<file path="src/rtl/loop_seq_ctrl.sv">
// rtl/loop_seq_ctrl.sv - bounded counting loop sequencer with abort and completion pulse
module loop_seq_ctrl #(
    parameter int CNT_W = 4
) (
    input  logic             clk,
    input  logic             rst_n,
    input  logic             start,
    input  logic [CNT_W-1:0] limit,
    input  logic             step_en,
    input  logic             abort,
    output logic             busy,
    output logic [CNT_W-1:0] count,
    output logic             count_vld,
    output logic             done,
    output logic             aborted
);

    typedef enum logic [1:0] {
        IDLE = 2'd0,
        RUN  = 2'd1,
        DONE = 2'd2
    } state_t;

    state_t           state, state_d;
    logic [CNT_W-1:0] lim_q, lim_d;
    logic [CNT_W-1:0] count_d;
    logic [CNT_W-1:0] count_inc;
    logic             vld_d;
    logic             aborted_d;

    // Incremented count used both as the next value and for the terminal compare;
    // lim_q never exceeds the counter range, so the compare stops it before any wrap.
    assign count_inc = count + 1'b1;

    // State and registered outputs; busy/done are decoded from the next state so they
    // line up with the state they describe.
    always_ff @(posedge clk or negedge rst_n) begin
        if (!rst_n) begin
            state     <= IDLE;
            lim_q     <= '0;
            count     <= '0;
            count_vld <= 1'b0;
            aborted   <= 1'b0;
            busy      <= 1'b0;
            done      <= 1'b0;
        end else begin
            state     <= state_d;
            lim_q     <= lim_d;
            count     <= count_d;
            count_vld <= vld_d;
            aborted   <= aborted_d;
            busy      <= (state_d != IDLE);
            done      <= (state_d == DONE);
        end
    end

    // Next-state logic: accept start only in IDLE; in RUN abort beats a same-cycle step.
    always_comb begin
        state_d   = state;
        lim_d     = lim_q;
        count_d   = count;
        vld_d     = 1'b0;
        aborted_d = aborted;
        case (state)
            IDLE: begin
                if (start) begin
                    lim_d     = limit;
                    count_d   = '0;
                    aborted_d = 1'b0;
                    state_d   = (limit == '0) ? DONE : RUN;
                end
            end
            RUN: begin
                if (abort) begin
                    aborted_d = 1'b1;
                    state_d   = DONE;
                end else if (step_en) begin
                    count_d = count_inc;
                    vld_d   = 1'b1;
                    if (count_inc == lim_q) begin
                        state_d = DONE;
                    end
                end
            end
            DONE: begin
                state_d = IDLE;
            end
            default: begin
                state_d = IDLE;
            end
        endcase
    end

endmodule

</file>
<file path="config.mk">
export PLATFORM = sky130hd
export DESIGN_NAME = loop_seq_ctrl
export DESIGN_NICKNAME = d
export VERILOG_FILES = /design/src/rtl/loop_seq_ctrl.sv
export SDC_FILE = /design/constraint.sdc
export NUM_CORES = 1
export LEC_CHECK = 0
export ABC_AREA = 1
export BUFFER_PORTS_ARGS = -buffer_cell sky130_fd_sc_hd__buf_4
export CAP_MARGIN = 20
export CORE_UTILIZATION = 30
export DETAILED_ROUTE_END_ITERATION = 10
export PLACE_DENSITY = 0.59
export SLEW_MARGIN = 20
export SYNTH_ARGS = -nofsm -noshare
export SYNTH_HDL_FRONTEND = slang
export SYNTH_SLANG_ARGS = --single-unit
</file>
<file path="constraint.sdc">
create_clock -name clk -period 1.9 [get_ports clk]
set_clock_uncertainty 0.15 [all_clocks]
set_input_delay 0.475 -clock clk [delete_from_list [all_inputs] [get_ports clk]]
set_output_delay 0.475 -clock clk [all_outputs]
set_load 0.01 [all_outputs]
</file>
==> flow_summary.toml <==
[detailed_routing]
drcViolationCount = 0
vias = 621
totalWireLength_um = 1409
drtAntennaViolNets = 0
drtPass1Iterations = 4
viasPerCell = 4.600
drt_iter0_markers = 15
route.detailed.wl_per_inst_um = 10.44

[clocking]
path_clk_slew_ns = 0.09
clockBufferDepth = 2
cts.htree.levels = 1
cts.sinks = 14
cts_buffers = 3
cts_tree = "done"
clock_latency_ns = 0.28
clockRootBuffer = "clkbuf_4"
post_cts_resized = 0

[outcome]
outcome = "finished clean"

[sta]
finalMaxSlewViolations = 0
hold_viol = 0
tightest_slew_ns = 0.2424
setup_viol = 0
relSlewSlack_pct = 83.84
max_freq_mhz = 580.8
grt_setup_unrepaired = "false"
tns_ns = 0
finalCritPeriodShare_pct = 90.62
post-route-min-period_ns = 1.722
whs_ns = 0.2490

[power_and_ir_drop]
ir_drop_uv = 541.1
p_per_area_nw_per_um2 = 1266
p_leak_nw = 0.4819

[critical_path]
rr_worst_depth = 8
crit_type = "reg -> reg"
cp-end-kind = "register"
crit_arrival_ns = 1.75
rrSetupSlack_ns = 0.18
cp.required_ns = 1.92
r2r_end = "busy"
cp_max_fo = 7
endpoint = "busy"
startpoint_type = "register"
startpoint = "count[0]"
reg2reg_from = "count[0]"

[die]
row_count = 17
die_w_um = 50.89
initial_utilization_pct = 32.10
coreArea_um2 = 2233
dieArea_um2 = 2589
io_pins = 17
die_h_um = 50.89

[grt]
grt_first_pass_wirelength_um = 2587
grt-ovfl-total = 0
track_usage_pct = 13.63
antenna_found_initial = 0
grt_pass1_vias = 600
grt_max_degree = 15

[yosys]
synth_xor_area_share_pct = 0
netlist_area_um2 = 716.9
seq_area_frac_synth_pct = 48.87
async_flop_share_pct = 100.0
yosysWarnings = 0
ys_ff_latch = 14
syn_nets = 96
syn_inst = 86
synth_area_per_cell_um2 = 8.336
yosys.area_share.adder_pct = 1.745
synth_mux_area_share_pct = 0
ys.flop_type = "dfrtp_1"
synth-simple-area-share_pct = 29.32
synth_top_family_by_area = "simple AND/OR/NAND/NOR gates"
synth_compound_area_share_pct = 11.17
synth-edff-count = 0
synth.distinct_cells = 22

[layout]
stdcell_count = 135
stdcell_area_um2 = 918.4
drive_above_1_share_pct = 28.97
n_antenna_cell = 0
fin_util_pct = 41.12
final_common_cell = "nand2_1"
multi_input_area_um2 = 302.8
fillers = 236
seq_area_um2 = 350.3
layout_common_cells = "22 x nand2_1, 16 x buf_4, 14 x dfrtp_1"
synthToLayoutAreaGrowth_pct = 28.10
nNetsFinal = 118

[flow_run]
maxCapViolCount = 0

[place]
dpl.hpwl_um = 1139
port_buffers = 16
dpl_cell_area_um2 = 872.1
gp_congestion = 0.7718
dp.cells = 130

[hold_path]
worstHoldPathType = "in -> reg"
[final cells by class]
type                    count  area share [%]
inverters                  17           6.948
flip-flops and latches     14           38.15
repair buffers             17           14.17
well taps                  28           3.815
multi-input cells          55           32.97
clock buffers               4           3.951
[logic make-up after synthesis]
group | after synthesis
DFF | 14
buffers and inverters | 17
adders and majority gates | 1
and+or+nand+nor | 42
AOI/OAI and AO/OA | 12
[registers in the layout, summed over array words and instances (netlist names)]
| register | cells |
|---|---|
| count | 4 |
| lim_q | 4 |
| state | 2 |
| aborted | 1 |
| busy | 1 |
| count_vld | 1 |
| done | 1 |
[cell usage after synthesis (2+ instances only)]
library cell | count | area share, %
nand2_1 | 22 | 12
dfrtp_1 | 14 | 49
inv_1 | 13 | 6.8
nand3_1 | 6 | 4.2
inv_2 | 3 | 1.6
nand2_2 | 3 | 2.6
nor2_1 | 3 | 1.6
o21ai_0 | 3 | 2.1
nand4_1 | 2 | 1.7
nor2_2 | 2 | 1.7
o21ai_1 | 2 | 1.4
o22ai_1 | 2 | 1.7
or2_1 | 2 | 1.7
[metal layers]
layer | GRT usage (%) | vias up | routed length (µm)
met1 | 17.82 | 292 | 682
met5 | 0 | - | 0
met2 | 22.00 | 12 | 675
met4 | 5.556 | 0 | 8
met3 | 2.679 | 2 | 43
li1 | - | 315 | -
[per-stage QoR]
step                      power, mW  setup slack [ns]
after floorplan              0.7862            0.2548
after global placement       0.9468            0.2430
after detailed placement     0.9547            0.1860
after CTS                     1.176            0.1726
after global routing          1.274           0.05858
final                         1.163            0.1782
[what timing repair did]
action | in CTS | in global routing
endpoints found under the hold margin | 14 | 0
hold buffers | 1 | 0
buffers inserted | 0 | 0
[critical path, cell delays in order (launching register included)]
cell and delay (ns):
dfrtp_1 0.45, ha_1 0.30, inv_1 0.05, a21boi_0 0.20, nand3_2 0.09, nor2_2 0.11
nand2_1 0.07, a21oi_2 0.13, nand2_1 0.06
[power by group]
part	switching [mW]	total [mW]	internal, mW
clock	0.102	0.219	0.117
sequential	0.0714	0.474	0.403
combinational	0.273	0.470	0.196
total	0.447	1.16	0.716
[worst min-delay path by stage]
stage                         from       end  slack (ns)  depth (start not counted)
after floorplan              rst_n   aborted        0.03                          0
after global placement       rst_n  count[2]        0.19                          1
after detailed placement     rst_n  count[2]        0.19                          1
after CTS                 limit[1]  lim_q[1]        0.24                          3
after global routing      limit[0]  lim_q[0]        0.26                          3
final                     limit[1]  lim_q[1]        0.25                          3
(Power assumes the default switching activity.)
